**config.mk**
```make
export PLATFORM = sky130hd
export DESIGN_NAME = sdram_arbiter
export DESIGN_NICKNAME = d
export VERILOG_FILES = /design/src/rtl/sdram_arbiter.sv
export SDC_FILE = /design/constraint.sdc
export NUM_CORES = 1
export LEC_CHECK = 0
export ABC_CLOCK_PERIOD_IN_PS = 2800
export CAP_MARGIN = 20
export CORE_AREA = 2 2 109 111
export CTS_CLUSTER_DIAMETER = 80
export DETAILED_ROUTE_END_ITERATION = 7
export DIE_AREA = 0 0 111 113
export PLACE_DENSITY = 0.82
export SYNTH_ARGS = -nofsm -noshare
export SYNTH_HDL_FRONTEND = slang
export SYNTH_SLANG_ARGS = --single-unit
```
**constraint.sdc**
```tcl
create_clock -name clock -period 2.8 [get_ports clock]
set_clock_uncertainty 0.2 [all_clocks]
set_input_delay 0.56 -clock clock [delete_from_list [all_inputs] [get_ports clock]]
set_output_delay 0.56 -clock clock [all_outputs]
set_load 0.01 [all_outputs]
```
**src/rtl/sdram_arbiter.sv**
```systemverilog
// sdram_arbiter: serialises refresh, CPU and loader requests onto one SDRAM controller port.
// Optional SDRAM_ARB_AGING_EN lets a long-waiting loader request overtake the CPU.
`timescale 1ns/1ps
module sdram_arbiter #(
    parameter int CMD_CYCLES  = 8,
    parameter int LD_WAIT_MAX = 64
) (
    input  logic        clock,
    input  logic        reset_n,
    input  logic        ready,
    input  logic        rfsh,
    input  logic        cpuRd,
    input  logic        cpuWr,
    input  logic [17:0] cpuA,
    input  logic [7:0]  cpuD,
    output logic [7:0]  cpuQ,
    input  logic        ldReq,
    input  logic        ldWe,
    input  logic [23:0] ldA,
    input  logic [15:0] ldD,
    output logic [15:0] ldQ,
    output logic        ldAck,
    output logic        sdrRf,
    output logic        sdrRd,
    output logic        sdrWr,
    output logic [23:0] sdrA,
    output logic [15:0] sdrD,
    input  logic [15:0] sdrQ,
    output logic        ovr
);
    localparam int CW = $clog2(CMD_CYCLES);
    typedef enum logic [1:0] {IDLE, ISSUE, BUSY} state_t;
    typedef enum logic [1:0] {G_RF, G_CPU, G_LD} gnt_t;
    state_t        state_q, state_d;
    gnt_t          gnt_q, gnt_d;
    logic          rd_op_q, rd_op_d;
    logic [CW-1:0] cnt_q, cnt_d;
    logic          rf_pend_q, rf_pend_d, cpu_pend_q, cpu_pend_d;
    logic          cpu_we_q, cpu_we_d;
    logic [17:0]   cpu_a_q, cpu_a_d;
    logic [7:0]    cpu_d_q, cpu_d_d;
    logic          ovr_q, ovr_d;
    logic          rf_q, rf_d, rd_q, rd_d, wr_q, wr_d;
    logic [23:0]   sdr_a_q, sdr_a_d;
    logic [15:0]   sdr_d_q, sdr_d_d;
    logic [7:0]    cpu_rdata_q, cpu_rdata_d;
    logic [15:0]   ld_rdata_q, ld_rdata_d;
    logic          ld_ack_q, ld_ack_d;
    logic          aged, go, cpu_stb, take_rf, take_cpu, take_ld;
`ifdef SDRAM_ARB_AGING_EN
    localparam int WW = $clog2(LD_WAIT_MAX + 1);
    logic [WW-1:0] wait_q, wait_d;
    always_comb wait_d = (take_ld || !ldReq) ? '0 : (wait_q == WW'(LD_WAIT_MAX)) ? wait_q : wait_q + 1'b1;
    always_ff @(posedge clock or negedge reset_n)
        if (!reset_n) wait_q <= '0;
        else          wait_q <= wait_d;
    assign aged = wait_q == WW'(LD_WAIT_MAX);
`else
    assign aged = LD_WAIT_MAX < 0;
`endif
    always_comb begin
        go       = (state_q == IDLE) && ready;
        cpu_stb  = cpuRd | cpuWr;
        take_rf  = go && rf_pend_q;
        // the ack cycle is masked so a loader dropping ldReq right after ldAck is not re-granted
        take_ld  = go && !rf_pend_q && ldReq && !ld_ack_q && (aged || !cpu_pend_q);
        take_cpu = go && !rf_pend_q && cpu_pend_q && !take_ld;
        state_d     = state_q;
        gnt_d       = gnt_q;
        rd_op_d     = rd_op_q;
        cnt_d       = cnt_q;
        rf_pend_d   = rfsh | (rf_pend_q & ~take_rf);
        cpu_pend_d  = cpu_stb | (cpu_pend_q & ~take_cpu);
        cpu_we_d    = cpu_stb ? cpuWr : cpu_we_q;
        cpu_a_d     = cpu_stb ? cpuA : cpu_a_q;
        cpu_d_d     = cpu_stb ? cpuD : cpu_d_q;
        ovr_d       = ovr_q | (rfsh & rf_pend_q & ~take_rf) | (cpu_stb & cpu_pend_q & ~take_cpu);
        rf_d        = take_rf;
        rd_d        = (take_cpu & ~cpu_we_q) | (take_ld & ~ldWe);
        wr_d        = (take_cpu & cpu_we_q) | (take_ld & ldWe);
        sdr_a_d     = sdr_a_q;
        sdr_d_d     = sdr_d_q;
        cpu_rdata_d = cpu_rdata_q;
        ld_rdata_d  = ld_rdata_q;
        ld_ack_d    = 1'b0;
        case (state_q)
            IDLE: if (take_rf || take_cpu || take_ld) begin
                state_d = ISSUE;
                gnt_d   = take_rf ? G_RF : take_cpu ? G_CPU : G_LD;
                rd_op_d = rd_d;
                sdr_a_d = take_cpu ? {6'd0, cpu_a_q} : take_ld ? ldA : '0;
                sdr_d_d = take_cpu ? {2{cpu_d_q}} : take_ld ? ldD : '0;
            end
            ISSUE: begin
                state_d = BUSY;
                cnt_d   = '0;
            end
            BUSY: if (cnt_q == CW'(CMD_CYCLES - 2)) begin
                state_d     = IDLE;
                cpu_rdata_d = (gnt_q == G_CPU && rd_op_q) ? sdrQ[7:0] : cpu_rdata_q;
                ld_rdata_d  = (gnt_q == G_LD && rd_op_q) ? sdrQ : ld_rdata_q;
                ld_ack_d    = gnt_q == G_LD;
            end else begin
                cnt_d = cnt_q + 1'b1;
            end
            default: state_d = IDLE;
        endcase
    end
    always_ff @(posedge clock or negedge reset_n) begin
        if (!reset_n) begin
            state_q     <= IDLE;
            gnt_q       <= G_RF;
            rd_op_q     <= 1'b0;
            cnt_q       <= '0;
            rf_pend_q   <= 1'b0;
            cpu_pend_q  <= 1'b0;
            cpu_we_q    <= 1'b0;
            cpu_a_q     <= '0;
            cpu_d_q     <= '0;
            ovr_q       <= 1'b0;
            rf_q        <= 1'b0;
            rd_q        <= 1'b0;
            wr_q        <= 1'b0;
            sdr_a_q     <= '0;
            sdr_d_q     <= '0;
            cpu_rdata_q <= '0;
            ld_rdata_q  <= '0;
            ld_ack_q    <= 1'b0;
        end else begin
            state_q     <= state_d;
            gnt_q       <= gnt_d;
            rd_op_q     <= rd_op_d;
            cnt_q       <= cnt_d;
            rf_pend_q   <= rf_pend_d;
            cpu_pend_q  <= cpu_pend_d;
            cpu_we_q    <= cpu_we_d;
            cpu_a_q     <= cpu_a_d;
            cpu_d_q     <= cpu_d_d;
            ovr_q       <= ovr_d;
            rf_q        <= rf_d;
            rd_q        <= rd_d;
            wr_q        <= wr_d;
            sdr_a_q     <= sdr_a_d;
            sdr_d_q     <= sdr_d_d;
            cpu_rdata_q <= cpu_rdata_d;
            ld_rdata_q  <= ld_rdata_d;
            ld_ack_q    <= ld_ack_d;
        end
    end
    assign sdrRf = rf_q;
    assign sdrRd = rd_q;
    assign sdrWr = wr_q;
    assign sdrA  = sdr_a_q;
    assign sdrD  = sdr_d_q;
    assign cpuQ  = cpu_rdata_q;
    assign ldQ   = ld_rdata_q;
    assign ldAck = ld_ack_q;
    assign ovr   = ovr_q;
endmodule

```
Word level (Yosys, flattened, before mapping)
Cells that the tools add are included.
{"block": "word_totals", "register_bits": 106, "out_inout_bits": 69}
{"block": "op_classes", "add_sub_neg": 1, "eq_ne": 8, "mux": 13, "n_bitwise": 21, "n_reduce_logical": 23}
{"cell": "2-to-1 mux 24 bit", "n": 2}
{"cell": "2-to-1 mux 16 bit", "n": 2}
{"cell": "AND 1 bit", "n": 10}
{"cell": "logical AND 1 bit", "n": 10}
{"cell": "2-to-1 mux 2 bit", "n": 4}
{"cell": "OR 1 bit", "n": 7}
{"cell": "one-hot mux 2 bit (3 select lines)", "n": 1}
{"cell": "one-hot mux 3 bit (2 select lines)", "n": 1}
{"cell": "AND reduction 2 bit", "n": 3}
{"cell": "AND reduction 3 bit", "n": 2}
{"cell": "== test 2 x 1 -> 1 bit (second input constant)", "n": 2}
{"cell": "== test 2 bit (second input constant)", "n": 2}
{"cell": "zero test 1 bit", "n": 4}
{"cell": "!= test 2 bit (second input constant)", "n": 2}
{"cell": "inverter 1 bit", "n": 4}
{"cell": "adder 3 x 1 -> 3 bit (second input constant)", "n": 1}
{"cell": "== test 3 bit (second input constant)", "n": 1}
{"cell": "2-to-1 mux 3 bit", "n": 1}
{"cell": "zero test 2 bit", "n": 1}
{"cell": "logical OR 1 bit", "n": 2}
{"cell": "2-to-1 mux 1 bit", "n": 2}
{"cell": "!= test 2 x 1 -> 1 bit (second input constant)", "n": 1}
{"cell": "nonzero test 2 bit", "n": 1}

Longest topological paths before layout
Gate-level depths: netlist of the first run.
{"block": "depth", "word_depth": 12, "ltp_mapped": 7, "mapped_depth_nobuf": 5}

Worst setup path before layout of the first run
OpenSTA, ideal clock, no wires.
{"block": "synth_path", "path_type": "reg2reg", "start": "reg cnt_q[0]", "end": "reg cpu_rdata_q[0] (netlist: cpuQ[0])", "arrival_ns": 1.603, "slack_ns": 0.872, "path_stages_with_launch": 6, "n_path_buf": 0, "synth_period_minus_slack_ns": 1.928, "path_cell_list": "dfrtp_1 inv_1 ha_1 nand4b_1 nor3_2 mux2_2"}
{"block": "synth_between", "elab_chain_cells": 2}
{"item": "start, declared", "line": "37", "rtl": "logic [CW-1:0] cnt_q, cnt_d;"}
{"item": "start signal, assigned", "line": "133", "rtl": "cnt_q <= cnt_d;"}
{"item": "== test 3 bit", "line": "98", "rtl": "BUSY: if (cnt_q == CW'(CMD_CYCLES - 2)) begin"}
{"item": "AND reduction 3 bit (no line)"}
{"item": "end signal, assigned", "line": "145", "rtl": "cpu_rdata_q <= cpu_rdata_d;"}
{"item": "end, declared", "line": "46", "rtl": "logic [7:0] cpu_rdata_q, cpu_rdata_d;"}
Every way passes these cells.
A chain may end at the register's enable or synchronous reset.

Final worst setup path of the first run
{"block": "layout_path", "start": "in ready", "end": "reg sdr_d_q[1] (netlist: sdrD[1])"}
{"block": "layout_between", "elab_chain_cells": 10}
{"item": "start, declared", "line": "10", "rtl": "input logic ready,"}
{"item": "logical AND 1 bit (*)", "line": "62", "rtl": "go = (state_q == IDLE) && ready;"}
{"item": "logical AND 1 bit", "line": "66, 67"}
{"item": "logical AND 1 bit (3 in a row)", "line": "66", "rtl": "take_ld = go && !rf_pend_q && ldReq && !ld_ack_q && (aged || !cpu_pend_q);"}
{"item": "zero test 1 bit", "line": "67", "rtl": "take_cpu = go && !rf_pend_q && cpu_pend_q && !take_ld;"}
{"item": "logical AND 1 bit", "line": "67"}
{"item": "logical OR 1 bit (2 in a row)", "line": "87", "rtl": "IDLE: if (take_rf || take_cpu || take_ld) begin"}
{"item": "AND reduction 2 bit (no line)"}
{"item": "end signal, assigned", "line": "144", "rtl": "sdr_d_q <= sdr_d_d;"}
{"item": "end, declared", "line": "45", "rtl": "logic [15:0] sdr_d_q, sdr_d_d;"}
Mark *: on every way between the ends. The rest lies on a longest branch, timed or not.

==> summary.txt, run 1 <==
Drt
  – Routed Antenna Nets: 0
  – Residual DRC: 0
  – Vias: 3314
  – DR WL/cell: 17.31 µm
  – DRT Wirelength: 10870 µm
  – DR iter-0 viols: 124
  – Pre-antenna DRT Iters: 4
  – Vias per inst: 5.277

Logic synthesis
  – Synth Area in XOR/XNOR: 0%
  – Post-Synthesis Cell Area: 4425 µm²
  – Largest family of logic cells by synthesized area: compound AO/OA/AOI/OAI gates
  – Synth top cells by count: dfrtp_1, mux2_2, o21ai_0
  – Synth top area share: 59.94%
  – Post-synthesis sequential area ratio: 59.94%
  – Yosys reg bits: 106
  – Most common cell in the netlist: dfrtp_1
  – Top FF cell, synth: dfrtp_1
  – FFs w/ async S/R, synth: 100.0%
  – Ys Warns: 0
  – Mux share of post-synthesis cell area: 14.02%
  – Post-synth EDFFs: 0
  – Syn_nets: 414
  – Synth Area in Compound Gates: 14.42%
  – Dominant cells by area after synthesis: dfrtp_1, mux2_2, a221o_1
  – Unique masters post-synth: 38
  – Post-Syn Area per Cell: 13.74 µm²
  – Syn Inst Count: 322
  – Area leader, netlist: dfrtp_1
  – Simple-gate share of the synthesized area: 7.294%
  – Post-synthesis adder-cell area fraction: 0.5655%

Clock tree
  – Clock latency on the worst-skew pair: 0.33 ns
  – Clock transition at path regs: 0.08 ns
  – Clock Sinks: 106
  – Maximum buffer depth of the clock tree: 2
  – Clock Root Buffer: clkbuf_16
  – H-tree depth: 3
  – Total CTS buffers: 9
  – CTS tree: done

Floorplanning
  – Die Area: 12540 µm²
  – Chip width: 111 µm
  – Num rows: 39
  – Core Area: 11270 µm²
  – Die height: 113 µm
  – Starting Density: 39.26%
  – Io pins: 159

Setup path
  – Worst endpoint data arrival time: 2.16 ns
  – WP data required: 2.82 ns
  – Slowest stage delay, CP: 0.50 ns
  – Critical-path top delay cell: clkdlybuf4s50_1
  – Type of origin of the critical path: primary input
  – Worst-path fanout max: 16
  – CP cell instances: clkdlybuf4s50_1 > nor4b_4 > buf_4 > nand2_1 > a2bb2oi_1
  – Reg2Reg Depth: 4
  – CP Depth: 5
  – Worst path bufs/invs: 2
  – Path type of the worst setup path: primary input to register
  – Critical path capture point type: register
  – Top delay family on crit path: buffers and inverters

Layout
  – Ant diodes: 0
  – Area growth syn-to-layout: 45.49%
  – Share of cells above drive strength 1: 17.32%
  – Final Net Count: 572
  – Final-layout fill cell count: 939

Place
  – RD Place Congestion: 0.7708
  – Placed wire-length estimate: 8014 µm
  – Port bufs: 158

Pwr
  – Leak Pwr: 2.888 nW
  – VDD IR max: 0.3875 mV
  – PD cells: 674.4 nW/µm²

GRT
  – Largest net degree at the start of global routing: 51
  – Total grt overflow: 0
  – Vias in the first global route: 3463
  – First-pass GRT wire length: 17690 µm
  – Initial antenna violation count: 0
  – GRT Resource Usage Total: 17.44%

STA
  – Setup violators final: 0
  – Post-route clock period utilization: 76.53%
  – Actual slew at the worst max-slew pin: 0.8497 ns
  – Final Hold Fails: 0
  – RSZ-0062 raised after global routing: false
  – Max Clock Freq: 466.7 MHz
  – Crit path time final: 2.143 ns
  – Hold WS: 0.2887 ns
  – Setup_tns: 0 ns
  – Slew Viols, Final: 0
  – Max-slew headroom: 43.15%

Status
  – Status: finished clean

Run
  – Max Cap Viol: 0

Worst hold path
  – Hold Path Class: register to register
  – Worst Hold Depth: 1
-- power by group --
group | switching, mW | leakage [nW] | internal [mW] | total (mW)
sequential | 0.209 | 1.35 | 1.79 | 2.00
clock | 0.588 | 0.140 | 0.621 | 1.21
combinational | 0.459 | 1.40 | 0.676 | 1.14
-- stage by stage --
| stage | area [µm²] | power (mW) | instances | setup slack, ns | util (%) |
|---|---|---|---|---|---|
| 2_1_floorplan | 4425 | 2.518 | 322 | 0.8719 | - |
| 3_5_place_dp | 6142 | 3.162 | 611 | 0.2842 | 54.49 |
| 4_1_cts | 6439 | 4.383 | 628 | 0.6523 | 57.12 |
| 6_report | 6439 | 4.342 | 628 | 0.6572 | 57.12 |
| 5_1_grt | 6439 | 4.565 | 628 | 0.5102 | 57.12 |
| 3_3_place_gp | 6142 | 3.110 | 611 | 0.3550 | 54.49 |
-- routing by layer --
layer	GRT usage (%)	vias up	part of all wire [%]
li1	-	1517	-
met1	21.89	1669	44
met2	30.10	118	50
met3	4.660	10	5.5
met4	4.667	0	1.2
met5	0	-	0
-- flip-flops by register name, indices dropped and copies added (netlist names), 2 cells and up --
signal / count
ldQ: 16
cpu_d_q: 8
sdrA: 24
gnt_q: 2
cpuQ: 8
cpu_a_q: 18
sdrD: 16
state_q: 2
cnt_q: 3
-- worst paths after layout --
| path | to | startpoint | slack [ns] |
|---|---|---|---|
| setup / recovery | sdrD[1] | ready | 0.66 |
| hold / removal | ldAck | gnt_q[0] | 0.29 |
| hold reg to reg | ldAck | gnt_q[0] | 0.29 |
| max in group asynchronous | sdrA[3] | reset_n | 1.22 |
| setup reg to reg | sdrD[1] | cpu_pend_q | 0.67 |
| min in group asynchronous | sdrD[0] | reset_n | 0.53 |
-- layout make-up --
cell class	instances	area, µm²	share of cell area [%]
sequential	106	2653	41.20
timing repair buffer	170	1684	26.16
multi-input combinational	185	1607	24.95
clock buffer	9	225.2	3.498
tap	143	178.9	2.779
clock inverter	7	61.31	0.9522
inverter	8	30.03	0.4664
-- layout by cell type (no fill, tap or decap), types with 3 or more instances in the layout --
cell / instances
o21ai_0: 25
a22o_1: 8
a221o_1: 19
nor3b_1: 4
a21o_1: 5
nand2_1: 3
clkbuf_16: 9
nor2_1: 3
mux2_4: 10
clkdlybuf4s50_1: 157
and3_1: 18
and2_1: 9
dfrtp_1: 106
mux2_2: 40
buf_4: 11
inv_1: 8
a2bb2oi_1: 17
-- timing repair --
action | 4_1_cts | 5_1_grt
endpoints found under the hold margin | 22 | 0
setup buffers | 0 | 0
gates resized for setup | 0 | 0
hold buffers | 1 | 0
-- kinds of logic after synthesis --
group | after synthesis
flops | 106
buf+inv | 31
compound gates | 83
mux | 52
fa+ha+maj | 2
simple gates | 48
Note: power is estimated with default switching activity, not from simulation.
==> run 2, diff against run 1 <==
Settings changed: ABC_CLOCK_PERIOD_IN_PS 2800 to 1920, PLACE_DENSITY 0.82 to 0.85.
Clock period 2.8 ns to 1.92 ns, I/O delays scaled along.
==> summary.txt, run 2 (same netlist as run 1, synthesis figures left out) <==
Status
  – Status: finished clean

Layout
  – Share of cells above drive strength 1: 21.31%
  – Multi-input combinational cell area: 1658 µm²
  – Final Net Count: 589
  – Ant diodes: 0
  – Leading cell types in the layout, fill and taps excluded: clkdlybuf4s50_1, dfrtp_1, mux2_2, o21ai_0
  – Largest register FFs: 24
  – Area growth syn-to-layout: 51.85%
  – Reg area: 2655 µm²
  – Commonest non-fill, non-tap cell in the layout: clkdlybuf4s50_1
  – Final-layout fill cell count: 903

Drt
  – Residual DRC: 0
  – DRT Wirelength: 11430 µm
  – Pre-antenna DRT Iters: 4
  – DR WL/cell: 17.72 µm
  – Vias: 3380
  – Routed Antenna Nets: 0
  – DR iter-0 viols: 171
  – Vias per inst: 5.240

Setup path
  – Reg2Reg Setup Slack: 0.04 ns
  – Type of origin of the critical path: register
  – FF-to-FF End: cpuQ[7]
  – Worst reg2reg startpoint: cnt_q[0]
  – Worst-path fanout max: 8
  – Reg2Reg Depth: 6
  – Worst endpoint data arrival time: 1.89 ns
  – Critical path capture point type: register
  – Worst Setup EP: cpuQ[7]
  – Path type of the worst setup path: register to register
  – WP data required: 1.93 ns
  – Crit. Startpoint: cnt_q[0]

Pwr
  – VDD IR max: 0.4172 mV
  – Leak Pwr: 3.041 nW
  – PD cells: 968.8 nW/µm²
  – Total power draw: 6.511 mW

STA
  – Max Clock Freq: 532.2 MHz
  – Max-slew headroom: 63.53%
  – Slew Viols, Final: 0
  – Setup violators final: 0
  – Final Hold Fails: 0
  – Setup_tns: 0 ns
  – Actual slew at the worst max-slew pin: 0.5465 ns
  – Crit path time final: 1.879 ns
  – Post-route clock period utilization: 97.86%
  – Final worst-path setup slack: 0.04100 ns
  – RSZ-0062 raised after global routing: true
  – Hold WS: 0.2647 ns

Clock tree
  – H-tree depth: 3
  – Clock latency on the worst-skew pair: 0.33 ns
  – Total CTS buffers: 9
  – Maximum buffer depth of the clock tree: 2
  – Clock Sinks: 106
  – CTS tree: done
  – Clock Root Buffer: clkbuf_16
  – Clock transition at path regs: 0.07 ns

Place
  – RD Place Congestion: 0.7999
  – Placed wire-length estimate: 8535 µm
  – Port bufs: 158
  – DP Worst Slack: -0.3370 ns

GRT
  – First-pass GRT wire length: 18060 µm
  – Largest net degree at the start of global routing: 54
  – Vias in the first global route: 3584
  – Total grt overflow: 0
  – Initial antenna violation count: 0
  – GRT Resource Usage Total: 18.01%

Floorplanning
  – Core Area: 11270 µm²
  – Num rows: 39
  – Die height: 113 µm
  – Chip width: 111 µm
  – Starting Density: 39.26%
  – Die Area: 12540 µm²
  – Io pins: 159

Run
  – Max Cap Viol: 0

Worst hold path
  – Hold Path Class: primary input to asynchronous set/reset pin
-- run 2: cell types whose count changed in the layout (fill, tap and decap cells not counted), moves of 2 or more --
| cell | delta |
|---|---|
| buf_4 | +8 |
| dlymetal6s2s_1 | +2 |
| buf_6 | +2 |
| inv_8 | -2 |
| mux2_4 | +4 |
| dfrtp_2 | +2 |
| clkdlybuf4s50_1 | -2 |
| mux2_2 | -4 |
| buf_12 | +6 |
| dfrtp_1 | -2 |
-- run 2: layer usage --
layer / track usage (%) / vias up / routed length, µm / part of all wire [%]
li1: - / 1548 / - / -
met1: 22.13 / 1694 / 4702 / 41
met2: 31.29 / 122 / 5938 / 52
met3: 4.874 / 16 / 626 / 5.5
met4: 5.417 / 0 / 161 / 1.4
met5: 0 / - / 0 / 0
-- run 2: final cells by class --
type	instances	area share, %
Clock buffer	11	3.612
Clock inverter	5	0.5772
Inverter	8	0.4468
Multi-Input combinational cell	185	24.67
Sequential cell	106	39.51
Tap cell	143	2.662
Timing Repair Buffer	187	28.52
-- run 2: where the power goes --
group / leakage (nW) / internal (mW) / switching, mW
registers: 1.34 / 2.61 / 0.294
clock network: 0.136 / 0.923 / 0.803
logic: 1.56 / 1.14 / 0.738
-- run 2: metrics by stage --
step           instances  util [%]  area (µm²)
2_1_floorplan        322         -        4428
3_3_place_gp         622     55.91        6302
3_5_place_dp         622     55.91        6302
4_1_cts              639     58.67        6614
5_1_grt              645     59.62        6720
6_report             645     59.62        6720
-- run 2: repair_timing --
item	4_1_cts	5_1_grt
endpoints found under the hold margin	16	0
gates cloned	0	1
hold buffers	1	0
setup buffers	0	5
resized for setup	3	12
setup endpoints to repair	24	57
pin swaps	2	4
-- run 2: how the worst min path moves through the flow --
| stage | startpoint | endpoint | slack [ns] | cells past startpoint |
|---|---|---|---|---|
| final | reset_n | cpuQ[0] | 0.26 | 2 |
| after global placement | reset_n | cpuQ[0] | 0.07 | 1 |
| after global routing | reset_n | cpuQ[0] | 0.28 | 2 |
| after CTS | reset_n | cpuQ[0] | 0.27 | 2 |
| after floorplan | reset_n | cnt_q[0] | -0.11 | 0 |
| after detailed placement | reset_n | cpuQ[0] | 0.07 | 1 |
-- run 2: critical path: stages, from the launching register on --
cell and delay (ns):
dfrtp_1 0.39, inv_2 0.08, ha_4 0.14, nand4b_1 0.17
nor3_2 0.23, buf_6 0.19, mux2_2 0.35
==> run 3, diff against run 2 <==
Settings changed: ABC_CLOCK_PERIOD_IN_PS 1920 to default, PLACE_DENSITY 0.85 to 0.74.
==> summary.txt, run 3 (same netlist as run 1, synthesis figures left out) <==
Status
  – Status: finished clean

GRT
  – First-pass GRT wire length: 17730 µm
  – Largest net degree at the start of global routing: 29
  – Total grt overflow: 0
  – Initial antenna violation count: 0
  – GRT Resource Usage Total: 17.62%
  – Vias in the first global route: 3503

Drt
  – Met2 WL: 5477 µm
  – Routed Antenna Nets: 0
  – Vias per inst: 5.151
  – DR iter-0 viols: 150
  – Post-Route M1 WL: 4807 µm
  – DR WL/cell: 17.19 µm
  – Pre-antenna DRT Iters: 4
  – Top routing layer in use: met4
  – Vias: 3353
  – Residual DRC: 0
  – Met3 wire length: 749 µm
  – DRT Wirelength: 11190 µm

Setup path
  – Reg2Reg Depth: 5
  – Critical path capture point type: output port
  – Worst endpoint data arrival time: 1.29 ns
  – Critical-path top delay cell: clkdlybuf4s50_1
  – Path type of the worst setup path: register to output port
  – Worst path bufs/invs: 1
  – Top delay family on crit path: buffers and inverters
  – CP cell instances: clkdlybuf4s50_1
  – Worst-path fanout max: 2
  – FF-to-FF End: ldQ[6]
  – Slowest stage delay, CP: 0.57 ns
  – WP data required: 1.34 ns
  – Worst reg2reg startpoint: cnt_q[1]
  – Reg2Reg Setup Slack: 0.05 ns
  – Type of origin of the critical path: register

Place
  – Port bufs: 158
  – Placed Cells: 627
  – DP Worst Slack: -0.3051 ns
  – RD Place Congestion: 0.7612
  – Placed wire-length estimate: 8318 µm

Layout
  – Leading cell types in the layout, fill and taps excluded: clkdlybuf4s50_1, dfrtp_1, mux2_2, buf_4, o21ai_0
  – Largest register FFs: 24
  – Post-Route Utilization: 59.97%
  – Final Net Count: 595
  – Share of cells above drive strength 1: 22.05%
  – Area growth syn-to-layout: 52.76%
  – Ant diodes: 0
  – Commonest non-fill, non-tap cell in the layout: clkdlybuf4s50_1
  – Final std cells w/o fill: 651

Clock tree
  – Total CTS buffers: 9
  – Maximum buffer depth of the clock tree: 2
  – Clock Sinks: 106
  – Clock Root Buffer: clkbuf_16
  – Clock transition at path regs: 0.08 ns
  – Clock latency on the worst-skew pair: 0.33 ns
  – CTS tree: done
  – H-tree depth: 3

STA
  – Setup violators final: 0
  – Actual slew at the worst max-slew pin: 0.4057 ns
  – Final worst-path setup slack: 0.04727 ns
  – RSZ-0062 raised after global routing: true
  – Final Hold Fails: 0
  – Max Clock Freq: 534.0 MHz
  – Post-route clock period utilization: 97.54%
  – Slew Viols, Final: 0
  – Max-slew headroom: 72.95%
  – Crit path time final: 1.873 ns

Floorplanning
  – Num rows: 39
  – Die height: 113 µm
  – Core Area: 11270 µm²
  – Die Area: 12540 µm²
  – Io pins: 159
  – Chip width: 111 µm
  – Starting Density: 39.26%

Pwr
  – VDD IR max: 0.4809 mV
  – PD cells: 985.2 nW/µm²
  – Leak Pwr: 3.051 nW
  – Total power draw: 6.660 mW

Worst hold path
  – Worst Hold End: cpu_a_q[13]
  – Hold Path Class: register to register
  – Hold Path Origin: cpu_a_q[13]
  – Worst Hold Depth: 1

Run
  – Max Cap Viol: 0
run 3: changes by cell type in the layout (fill, tap and decap cells not counted), sizes merged:
cell           delta
buf               +6
clkbuf            -2
inv               +2
dlymetal6s2s      -2
bufinv            +1
clkdlybuf4s50     +2
clkinv            -1
run 3: worst max path at each step:
stage	start	endpoint	slack, ns	cells after the start
final	sdrA[12]	sdrA[12]	0.05	1
after global routing	cnt_q[0]	ldQ[1]	-0.02	6
after CTS	cnt_q[0]	ldQ[14]	0.02	6
after detailed placement	ready	sdrD[0]	-0.31	4
after global placement	ready	ovr	-0.25	4
after floorplan	cnt_q[0]	cpuQ[0]	-0.006	5
run 3: area by class of cell:
class	count	area [µm²]
fill	924	4512
sequential	106	2654
timing repair buffer	193	1941
multi-input combinational	185	1647
clock buffer	9	225.2
tap	143	178.9
clock inverter	7	85.08
inverter	8	30.03
run 3: power breakdown:
group	total (mW)	switching, mW	leakage, nW	internal, mW
combinational	1.84	0.718	1.56	1.12
clock	1.91	0.873	0.150	1.04
sequential	2.91	0.300	1.35	2.61
total	6.66	1.89	3.05	4.77
run 3: per-layer routing:
layer,global-route usage [%],up-vias
li1,-,1569
met4,4.750,0
met5,0,-
met2,29.57,124
met1,22.89,1647
met3,4.606,13
run 3: stage by stage:
step	setup TNS (ns)	cell area (µm²)	hold WS, ns
floorplan	-0.04572	4428	-0.1116
global placement	-10.04	6327	0.1333
detailed placement	-12.16	6327	0.1416
CTS	0	6671	0.3002
global route	-0.2233	6760	0.3205
finish	0	6760	0.3018
run 3: what timing repair did:
action,4_1_cts,5_1_grt
hold buffers,1,0
hold endpoints to repair,24,0
endpoints found under the setup margin,10,64
gates cloned,0,1
gates resized for setup,1,7
setup buffers,1,5
pin swaps,1,3
